**config.mk**
```make
export PLATFORM = sky130hd
export DESIGN_NAME = cr16_alu_mc
export DESIGN_NICKNAME = d
export VERILOG_FILES = /design/src/rtl/cr16_alu_mc_pkg.sv /design/src/rtl/cr16_mul_iter.sv /design/src/rtl/cr16_alu_mc.sv
export SDC_FILE = /design/constraint.sdc
export NUM_CORES = 1
export LEC_CHECK = 0
export ABC_AREA = 1
export CAP_MARGIN = 20
export CORE_MARGIN = 3
export CORE_UTILIZATION = 61
export DETAILED_ROUTE_END_ITERATION = 16
export GPL_ROUTABILITY_DRIVEN = 0
export PLACE_DENSITY = 0.82
export SKIP_CTS_REPAIR_TIMING = 1
export SLEW_MARGIN = 20
export SYNTH_ARGS = -nofsm -noshare
export SYNTH_HDL_FRONTEND = slang
export SYNTH_HIERARCHICAL = 1
export SYNTH_SLANG_ARGS = --single-unit
```
**constraint.sdc**
```tcl
create_clock -name I_CLK -period 2.9 [get_ports I_CLK]
set_input_delay 0.58 -clock I_CLK [delete_from_list [all_inputs] [get_ports I_CLK]]
set_output_delay 0.58 -clock I_CLK [all_outputs]
set_load 0.005 [all_outputs]
```
**src/rtl/cr16_alu_mc_pkg.sv**
```systemverilog
// Shared opcodes, flag bit positions and FSM encoding for the CR16 multi-cycle ALU.
// Latency: n/a (declarations only).
// Backpressure: n/a.
package cr16_alu_mc_pkg;

  // Opcode encodings
  localparam logic [3:0] OP_ADD  = 4'd0;
  localparam logic [3:0] OP_SUB  = 4'd1;
  localparam logic [3:0] OP_CMP  = 4'd2;
  localparam logic [3:0] OP_AND  = 4'd3;
  localparam logic [3:0] OP_OR   = 4'd4;
  localparam logic [3:0] OP_XOR  = 4'd5;
  localparam logic [3:0] OP_MOV  = 4'd6;
  localparam logic [3:0] OP_LSH  = 4'd7;
  localparam logic [3:0] OP_ASHU = 4'd8;
  localparam logic [3:0] OP_MUL  = 4'd9;

  // Bit positions inside the {C,L,F,Z,N} flag word
  localparam int FLAG_C = 4;
  localparam int FLAG_L = 3;
  localparam int FLAG_F = 2;
  localparam int FLAG_Z = 1;
  localparam int FLAG_N = 0;

  typedef enum logic [1:0] {
    ST_IDLE = 2'd0,
    ST_MUL  = 2'd1,
    ST_DONE = 2'd2
  } state_e;

  // Only the arithmetic/compare ops update the flags register.
  function automatic logic op_writes_flags(input logic [3:0] op);
    return (op == OP_ADD) || (op == OP_SUB) || (op == OP_CMP);
  endfunction

endpackage

```
**src/rtl/cr16_mul_iter.sv**
```systemverilog
// Iterative unsigned shift-add multiplier, low P_WIDTH bits of the product.
// Latency: P_WIDTH cycles after start_i; done_o flags the edge that retires the last partial product.
// Backpressure: none; start_i must only be pulsed while idle (the parent guarantees this).
module cr16_mul_iter #(
  parameter int P_WIDTH = 16
) (
  input  logic               clk_i,
  input  logic               rst_ni,
  input  logic               start_i,
  input  logic [P_WIDTH-1:0] a_i,
  input  logic [P_WIDTH-1:0] b_i,
  output logic [P_WIDTH-1:0] product_o,
  output logic               done_o
);

  localparam int CW = (P_WIDTH > 1) ? $clog2(P_WIDTH) : 1;
  localparam logic [CW-1:0] LAST = CW'(P_WIDTH - 1);

  logic [P_WIDTH-1:0] mcand_q, mcand_d;
  logic [P_WIDTH-1:0] mplier_q, mplier_d;
  logic [P_WIDTH-1:0] acc_q, acc_d;
  logic [CW-1:0]      cnt_q, cnt_d;
  logic               run_q, run_d;
  logic [P_WIDTH-1:0] acc_next;

  // Accumulator after adding this cycle's partial product; this is the
  // final product on the cycle done_o is high.
  always_comb begin
    acc_next  = acc_q + (mplier_q[0] ? mcand_q : '0);
    done_o    = run_q && (cnt_q == LAST);
    product_o = acc_next;
  end

  // Next-state: load operands on start, otherwise retire one multiplier bit per cycle
  always_comb begin
    mcand_d  = mcand_q;
    mplier_d = mplier_q;
    acc_d    = acc_q;
    cnt_d    = cnt_q;
    run_d    = run_q;
    if (start_i) begin
      mcand_d  = a_i;
      mplier_d = b_i;
      acc_d    = '0;
      cnt_d    = '0;
      run_d    = 1'b1;
    end else if (run_q) begin
      acc_d    = acc_next;
      mcand_d  = mcand_q << 1;
      mplier_d = mplier_q >> 1;
      cnt_d    = cnt_q + 1'b1;
      if (done_o) begin
        run_d = 1'b0;
      end
    end
  end

  // Iteration state registers
  always_ff @(posedge clk_i or negedge rst_ni) begin
    if (!rst_ni) begin
      mcand_q  <= '0;
      mplier_q <= '0;
      acc_q    <= '0;
      cnt_q    <= '0;
      run_q    <= 1'b0;
    end else begin
      mcand_q  <= mcand_d;
      mplier_q <= mplier_d;
      acc_q    <= acc_d;
      cnt_q    <= cnt_d;
      run_q    <= run_d;
    end
  end

endmodule

```
**src/rtl/cr16_alu_mc.sv**
```systemverilog
// CR16 execute-stage ALU: single-cycle ops plus iterative MUL, with merged flag output for the flags register.
// Latency: 1 cycle for non-MUL ops, P_WIDTH+1 cycles for MUL; all outputs registered.
// Backpressure: I_START is ignored while O_BUSY=1; a new start is accepted in the DONE cycle.
module cr16_alu_mc
  import cr16_alu_mc_pkg::*;
#(
  parameter int P_WIDTH      = 16,
  parameter int P_FLAG_WIDTH = 5
) (
  input  logic                    I_CLK,
  input  logic                    I_NRESET,
  input  logic                    I_START,
  input  logic [3:0]              I_OPCODE,
  input  logic [P_WIDTH-1:0]      I_A,
  input  logic [P_WIDTH-1:0]      I_B,
  input  logic [P_FLAG_WIDTH-1:0] I_FLAGS,
  output logic [P_WIDTH-1:0]      O_RESULT,
  output logic [P_FLAG_WIDTH-1:0] O_FLAGS,
  output logic                    O_FLAGS_WE,
  output logic                    O_BUSY,
  output logic                    O_DONE
);

  localparam int MSB = P_WIDTH - 1;

  state_e state_q, state_d;

  logic [P_WIDTH-1:0]      result_q, result_d;
  logic [P_FLAG_WIDTH-1:0] flags_q, flags_d;
  logic [P_FLAG_WIDTH-1:0] hold_q, hold_d;
  logic                    we_q, we_d;

  logic                    accept;
  logic                    mul_start;
  logic                    mul_done;
  logic [P_WIDTH-1:0]      mul_product;

  logic [P_WIDTH:0]        add_w;
  logic [P_WIDTH:0]        sub_w;
  logic                    add_ovf;
  logic                    sub_ovf;
  logic [4:0]              sh_mag;
  logic                    sh_neg;
  logic                    sh_big;
  logic [P_WIDTH-1:0]      sh_res;
  logic [P_WIDTH-1:0]      alu_res;
  logic [P_FLAG_WIDTH-1:0] alu_flags;

  assign accept    = I_START && (state_q != ST_MUL);
  assign mul_start = accept && (I_OPCODE == OP_MUL);

  cr16_mul_iter #(.P_WIDTH(P_WIDTH)) u_mul (
    .clk_i     (I_CLK),
    .rst_ni    (I_NRESET),
    .start_i   (mul_start),
    .a_i       (I_A),
    .b_i       (I_B),
    .product_o (mul_product),
    .done_o    (mul_done)
  );

  // FSM state register
  always_ff @(posedge I_CLK or negedge I_NRESET) begin
    if (!I_NRESET) begin
      state_q <= ST_IDLE;
    end else begin
      state_q <= state_d;
    end
  end

  // FSM next-state: IDLE and DONE both accept a new operation
  always_comb begin
    state_d = state_q;
    case (state_q)
      ST_IDLE, ST_DONE: begin
        if (accept) begin
          state_d = (I_OPCODE == OP_MUL) ? ST_MUL : ST_DONE;
        end else begin
          state_d = ST_IDLE;
        end
      end
      ST_MUL: begin
        if (mul_done) begin
          state_d = ST_DONE;
        end
      end
      default: state_d = ST_IDLE;
    endcase
  end

  // FSM outputs decoded from the state register only
  always_comb begin
    O_BUSY = (state_q == ST_MUL);
    O_DONE = (state_q == ST_DONE);
  end

  // Arithmetic helpers; operands are zero-extended so the top bit is carry/borrow
  always_comb begin
    add_w   = {1'b0, I_A} + {1'b0, I_B};
    sub_w   = {1'b0, I_A} - {1'b0, I_B};
    add_ovf = (I_A[MSB] == I_B[MSB]) && (add_w[MSB] != I_A[MSB]);
    sub_ovf = (I_A[MSB] != I_B[MSB]) && (sub_w[MSB] != I_A[MSB]);
  end

  // Shifter: B[4:0] is a signed count, negative means shift right
  always_comb begin
    sh_neg = I_B[4];
    sh_mag = sh_neg ? (5'd0 - I_B[4:0]) : I_B[4:0];
    sh_big = (int'(sh_mag) >= P_WIDTH);
    if (!sh_neg) begin
      sh_res = sh_big ? '0 : (I_A << sh_mag);
    end else if (I_OPCODE == OP_ASHU) begin
      sh_res = sh_big ? {P_WIDTH{I_A[MSB]}} : $unsigned($signed(I_A) >>> sh_mag);
    end else begin
      sh_res = sh_big ? '0 : (I_A >> sh_mag);
    end
  end

  // Single-cycle result and flag merge; untouched flag bits pass through from I_FLAGS
  always_comb begin
    alu_res   = '0;
    alu_flags = I_FLAGS;
    case (I_OPCODE)
      OP_ADD: begin
        alu_res           = add_w[MSB:0];
        alu_flags[FLAG_C] = add_w[P_WIDTH];
        alu_flags[FLAG_F] = add_ovf;
      end
      OP_SUB: begin
        alu_res           = sub_w[MSB:0];
        alu_flags[FLAG_C] = sub_w[P_WIDTH];
        alu_flags[FLAG_F] = sub_ovf;
      end
      OP_CMP: begin
        alu_res           = I_A;
        alu_flags[FLAG_L] = (I_A < I_B);
        alu_flags[FLAG_N] = ($signed(I_A) < $signed(I_B));
        alu_flags[FLAG_Z] = (I_A == I_B);
      end
      OP_AND:           alu_res = I_A & I_B;
      OP_OR:            alu_res = I_A | I_B;
      OP_XOR:           alu_res = I_A ^ I_B;
      OP_MOV:           alu_res = I_B;
      OP_LSH, OP_ASHU:  alu_res = sh_res;
      default:          alu_res = '0;
    endcase
  end

  // Output next-state: results change only on completion; MUL keeps its sampled flags aside
  always_comb begin
    result_d = result_q;
    flags_d  = flags_q;
    hold_d   = hold_q;
    we_d     = 1'b0;
    if (state_q == ST_MUL) begin
      if (mul_done) begin
        result_d = mul_product;
        flags_d  = hold_q;
      end
    end else if (I_START) begin
      if (I_OPCODE == OP_MUL) begin
        hold_d = I_FLAGS;
      end else begin
        result_d = alu_res;
        flags_d  = alu_flags;
        we_d     = op_writes_flags(I_OPCODE);
      end
    end
  end

  // Output registers
  always_ff @(posedge I_CLK or negedge I_NRESET) begin
    if (!I_NRESET) begin
      result_q <= '0;
      flags_q  <= '0;
      hold_q   <= '0;
      we_q     <= 1'b0;
    end else begin
      result_q <= result_d;
      flags_q  <= flags_d;
      hold_q   <= hold_d;
      we_q     <= we_d;
    end
  end

  assign O_RESULT   = result_q;
  assign O_FLAGS    = flags_q;
  assign O_FLAGS_WE = we_q;

endmodule

```
## Word level (Yosys, flattened, before mapping)

Index checks and enable logic that the tools add are counted.

| operators by class | value |
|---|---|
| bitwise gates (word level) | 4 |
| muxes and demuxes | 38 |
| $mul | 0 |
| equality and inequality tests | 20 |
| divide/modulo/power cells | 0 |
| $add $sub $neg | 5 |
| shift-type cells | 3 |
| $lt $le $gt $ge | 3 |
| reductions and logical operators | 15 |

Operator list:

| cell | number |
|---|---|
| 16-bit 2-to-1 mux | 16 |
| 16-bit one-hot mux with 8 select lines | 1 |
| 16-bit less-than comparator | 2 |
| 5-bit 2-to-1 mux | 5 |
| 16-bit by 16-bit adder with 17-bit output | 1 |
| 16-bit by 16-bit subtractor with 17-bit output | 1 |
| 16-bit adder | 1 |
| 16-bit AND | 1 |
| 16-bit == test | 1 |
| 4-bit by 3-bit == test with 1-bit output (second input constant) | 4 |
| 16-bit OR | 1 |
| 16-bit by 5-bit << shifter with 16-bit output | 1 |
| 16-bit by 5-bit right shift with 16-bit output | 1 |
| 16-bit by 5-bit >>> shifter with 16-bit output | 1 |
| 16-bit bitwise XOR | 1 |
| 4-bit == test (second input constant) | 3 |
| 4-bit by 2-bit == test with 1-bit output (second input constant) | 2 |
| 2-bit 2-to-1 mux | 4 |
| 4-bit 2-to-1 mux | 2 |
| 1-bit 2-to-1 mux | 7 |
| 3-bit AND reduction | 2 |
| 5-bit >= comparator (second input constant) | 1 |
| 1-bit logical AND | 5 |
| 1-bit by 5-bit subtractor with 5-bit output (first input constant) | 1 |
| other kinds (16) | 23 |

| word-level totals | value |
|---|---|
| bits in latches | 0 |
| logic and storage cells | 98 |
| memory bits (writable) | 0 |
| memory bits (read-only) | 0 |
| output and inout bits | 24 |
| input bits | 44 |
| memories | 0 |
| bits in registers | 82 |

## Longest topological paths before layout

| logic depth | value |
|---|---|
| depth in word-level cells | 10 |
| gate-level depth with buffers | 19 |
| gate-level depth less buffers | 18 |

## Hierarchy

The synthesis kept the hierarchy.

By module, submodules not included:

| module | cells each | area an instance (µm²) | times used | seq. area each (µm²) |
|---|---|---|---|---|
| cr16_alu_mc | 1103 | 6159.7 | 1 | 725.7 |
| cr16_mul_iter | 436 | 3266.9 | 1 | 1326.3 |

## Worst setup path after synthesis

OpenSTA, ideal clock, no wires.

| path | value |
|---|---|
| path type | input port to flip-flop |
| from | in I_B[4] |
| to | reg flags_q[0], in the netlist O_FLAGS[0] |
| stages | 18 |
| required time | 2783 ps |
| setup time | 117 ps |
| slack | 160 ps |
| arrival time | 2624 ps |
| cell sequence | buf_6 -> inv_4 -> buf_2 -> buf_1 -> ha_1 -> buf_2 -> nor2_1 -> nand3_1 -> nand3_1 -> nand2_1 -> nand2_1 -> nand2_1 -> nand2_1 -> a21oi_1 -> o21ai_0 -> nand2_1 -> nand2_1 -> nand2_1 |

| on the way | value |
|---|---|
| longest elaborated chain between the ends | 5 |

RTL lines:

| item | line | RTL |
|---|---|---|
| start: declaration | cr16_alu_mc.sv:15 | `input logic [P_WIDTH-1:0] I_B,` |
| 16-bit less-than comparator | cr16_alu_mc.sv:137 | `alu_flags[FLAG_N] = ($signed(I_A) < $signed(I_B));` |
| 2-bit 2-to-1 mux | cr16_alu_mc.sv:123 | `case (I_OPCODE)` |
| 5-bit 2-to-1 mux | cr16_alu_mc.sv:161 | `if (I_OPCODE == OP_MUL) begin` |
| 5-bit 2-to-1 mux | cr16_alu_mc.sv:160 | `end else if (I_START) begin` |
| 5-bit 2-to-1 mux | cr16_alu_mc.sv:155 | `if (state_q == ST_MUL) begin` |
| end signal: assignment | cr16_alu_mc.sv:180 | `flags_q <= flags_d;` |
| end: declaration | cr16_alu_mc.sv:29 | `logic [P_FLAG_WIDTH-1:0] flags_q, flags_d;` |

Every way passes these cells. The select of a mux whose other input is x is not followed.
A chain may end at the register's enable or synchronous reset.

## Worst setup path after layout

| path | value |
|---|---|
| from | in I_B[3] |
| to | reg result_q[10], in the netlist O_RESULT[10] |

| on the way | value |
|---|---|
| longest elaborated chain between the ends | 10 |
| elaborated cells between the ends (all ways) | 17 |
| those cells by class | 3 x add/sub; 1 x order compare; 3 x shift; 10 x mux |

RTL lines:

| item | line | RTL |
|---|---|---|
| 1-bit by 5-bit subtractor with 5-bit output | cr16_alu_mc.sv:108 | `sh_mag = sh_neg ? (5'd0 - I_B[4:0]) : I_B[4:0];` |
| 5-bit 2-to-1 mux | cr16_alu_mc.sv:108 |  |
| 16-bit by 5-bit right shift with 16-bit output (tied with other cells) | cr16_alu_mc.sv:115 | `sh_res = sh_big ? '0 : (I_A >> sh_mag);` |
| 16-bit 2-to-1 mux, on equally long branches | cr16_alu_mc.sv:115, cr16_alu_mc.sv:113 |  |
| 16-bit 2-to-1 mux | cr16_alu_mc.sv:112 | `end else if (I_OPCODE == OP_ASHU) begin` |
| 16-bit 2-to-1 mux | cr16_alu_mc.sv:110 | `if (!sh_neg) begin` |
| 16-bit one-hot mux with 8 select lines (*) | cr16_alu_mc.sv:123 |  |
| 16-bit 2-to-1 mux (*) | cr16_alu_mc.sv:161 |  |
| 16-bit 2-to-1 mux (*) | cr16_alu_mc.sv:160 |  |
| 16-bit 2-to-1 mux (*) | cr16_alu_mc.sv:155 |  |
| end signal: assignment | cr16_alu_mc.sv:179 | `result_q <= result_d;` |
| end: declaration | cr16_alu_mc.sv:28 | `logic [P_WIDTH-1:0] result_q, result_d;` |

Every way passes the cells marked *; elsewhere a longest branch is shown, timed or not. The select of a mux whose other input is x is not followed.

==> results.toml <==
[outcome]
outcome = "complete, no violations"

[global_route]
grt_max_degree = 49
grt_pass1_wl_um = 54900
grt_pass1_vias = 10900
grt-ovfl-total = 0
antenna_found_initial = 0
track_usage_pct = 41.4

[routing]
vias = 11700
viasPerCell = 6.10
antenna_left = 0
routed_wl_um = 35200
drt_iter0_drc = 1718
post_drt_wl_per_cell_um = 18.3
firstDrtPassIters = 6
drc = 0

[final_layout]
final_util_pct = 78.8
n_fill_cell = 1128
fin_cells = 1923
nets = 1850
drive_gt1_share_pct = 15.2
area_delta_synth_final_pct = 23.8
antenna_cells = 0

[synthesis]
synthArstFlopShare_pct = 100
yosys_warnings = 6
syn_area_um2 = 9430
syn_area_per_cell_um2 = 6.13
yosysSeqAreaShare_pct = 21.8
synth_nets = 1655
synth_cell_types = 53
synth_ff_type = "dfrtp_1"
synthCells = 1539
synth_edf_count = 0
ys_seq_elements = 82

[clocking]
numCtsBuffers = 9
cts.clk_slew.worst_paths_ns = 0.07
cts_tree = "done"
cts_root_buf = "clkbuf_16"
cts_max_path_buffers = 2
htreeDepth = 3
insertion_delay_ns = 0.35
cts.sinks = 82

[placement]
dp.cells = 1905
dp_slack_ns = -0.208
port_buffers = 67
hpwlAfterDp_um = 27300

[die]
pin_count = 68
rows = 44
dieHeight_um = 130
die_x_um = 130
dieArea_um2 = 17000
core_um2 = 14800
start_util_pct = 63.7

[power_and_ir_drop]
vdd_drop_max_uv = 409
power_density_nw_per_um2 = 479
p_leak_nw = 6.39

[setup_path]
required_ns = 3.13
worstPathMaxFanout = 10
critical_path_class = "input pin to flop"
critPathCaptureType = "flop"
cp-start-kind = "input pin"
r2r_slack_ns = 0.56
critPathArrivalTime_ns = 3.03

[job]
cap_violations = 0

[sta]
relSlewSlack_pct = 56.9
setup_violations = 0
period_share_pct = 96.6
finClkSkew_ns = 0.0105
fin_crit_ns = 2.80
fmax_mhz = 357
rsz0062_at_grt = "false"
maxSlewViolCount = 0
finalWorstSetupSlack_ns = 0.0983
fin_hold_ws_ns = 0.251
worst-slew-pin-transition_ns = 0.646
hold_viol = 0

[min_path]
hold_path_class = "input pin to async pin"
## Yosys cell counts (3+ instances only)
cell / instances / area, µm²
nand2_1: 550 / 2060
inv_1: 173 / 649
nand3_1: 135 / 676
nor2_1: 100 / 375
a21oi_1: 90 / 450
dfrtp_1: 82 / 2050
ha_1: 69 / 863
o21ai_0: 55 / 275
buf_2: 37 / 185
o22ai_1: 24 / 150
nand4_1: 22 / 138
o21ai_1: 16 / 80.1
o221ai_1: 15 / 131
nand2_2: 14 / 87.6
o211ai_1: 14 / 105
inv_2: 13 / 48.8
buf_6: 11 / 124
nor3_1: 11 / 55.1
a22oi_1: 10 / 75.1
a21oi_2: 9 / 78.8
and2_1: 9 / 56.3
xor2_1: 9 / 78.8
a211oi_1: 8 / 60.1
buf_4: 7 / 52.6
clkbuf_1: 7 / 26.3
o21bai_1: 4 / 30.0
a22o_1: 3 / 26.3
fa_1: 3 / 60.1
nand3_2: 3 / 30.0
nor2_2: 3 / 18.8
nor3_2: 3 / 30.0
## through the flow
| stage | instance area (µm²) | setup TNS, ns | power, W |
|---|---|---|---|
| after floorplan | 9430 | 0 | 0.00335 |
| after global placement | 11300 | -1.45 | 0.00426 |
| after detailed placement | 11300 | -2.04 | 0.00435 |
| after CTS | 11600 | 0 | 0.00548 |
| after global routing | 11700 | 0 | 0.00591 |
| final | 11700 | 0 | 0.00559 |
## state kept, by name (all words and copies together) (netlist names)
name and flops:
O_FLAGS 5, O_RESULT 16, u_mul/cnt_q 4, u_mul/run_q 1, u_mul/acc_q 16, state_q 2, u_mul/mplier_q 16, hold_q 5
O_FLAGS_WE 1, u_mul/mcand_q 16
## power breakdown
group | switching, W | total (W) | internal (W)
sequential | 0.000214 | 0.00169 | 0.00148
combinational | 0.00172 | 0.00279 | 0.00107
clock | 0.000510 | 0.00110 | 0.000594
total | 0.00245 | 0.00559 | 0.00314
## cell usage in the layout, fill, tap and decap left out, types with 8 or more instances in the layout
master / n
o221ai_1: 15
nand4_1: 22
o22ai_1: 24
xor2_1: 9
nor3_1: 11
inv_1: 173
a211oi_1: 8
ha_1: 66
o21ai_1: 16
a21oi_2: 9
nand2_2: 13
nand2_1: 550
buf_4: 178
a21oi_1: 90
a22oi_1: 10
nor2_1: 99
o21ai_0: 55
nand3_1: 133
o211ai_1: 14
clkbuf_16: 9
inv_2: 13
clkdlybuf4s50_1: 63
and2_1: 9
dfrtp_1: 82
## area by class of cell
class	instances	area, µm²	area share [%]
multi-input cells	1203	6280	53.8
clock buffers	9	225	1.93
flip-flops and latches	82	2050	17.6
well taps	184	230	1.97
clock inverters	7	60.1	0.515
inverters	189	714	6.12
repair buffers	249	2100	18.0
## path summary, 6_finish.rpt
kind                                   startpoint                 to  cells after the start
worst min-delay path                     I_NRESET     u_mul/acc_q[7]                      1
max in group asynchronous                I_NRESET  u_mul/mplier_q[7]                      2
min in group I_CLK                     O_FLAGS[2]         O_FLAGS[2]                      2
worst max-delay path                       I_B[3]       O_RESULT[10]                     15
worst max register to register  u_mul/mplier_q[0]       O_RESULT[11]                     13
worst min register to register         O_FLAGS[2]         O_FLAGS[2]                      2
## layer usage
metal / up-vias / global-route usage [%] / wire [µm]
li1: 5389 / - / -
met1: 5271 / 53.8 / 13000
met2: 876 / 64.4 / 15300
met3: 199 / 9.66 / 4760
met4: 0 / 21.4 / 2190
met5: - / 0 / 0
## cell families after synthesis
family                     Yosys count  share of synthesized area (%)
AOI/OAI and AO/OA                  258                           16.5
xor gates and xnor gates            12                           1.27
adders and majority gates           72                           9.80
buffers and inverters              254                           11.8
DFF                                 82                           21.8
and+or+nand+nor                    861                           38.9
## critical path, stage by stage
cell,delay (ns)
clkdlybuf4s50_1,0.53
inv_2,0.08
ha_2,0.44
buf_4,0.15
a21oi_1,0.07
o211ai_1,0.32
nand2_1,0.16
nand2_1,0.09
nand2_1,0.05
nand2_1,0.05
nor2_1,0.04
nor2_1,0.21
nand2_1,0.13
nand2_1,0.09
a21oi_2,0.05
(Power assumes the default switching activity.)
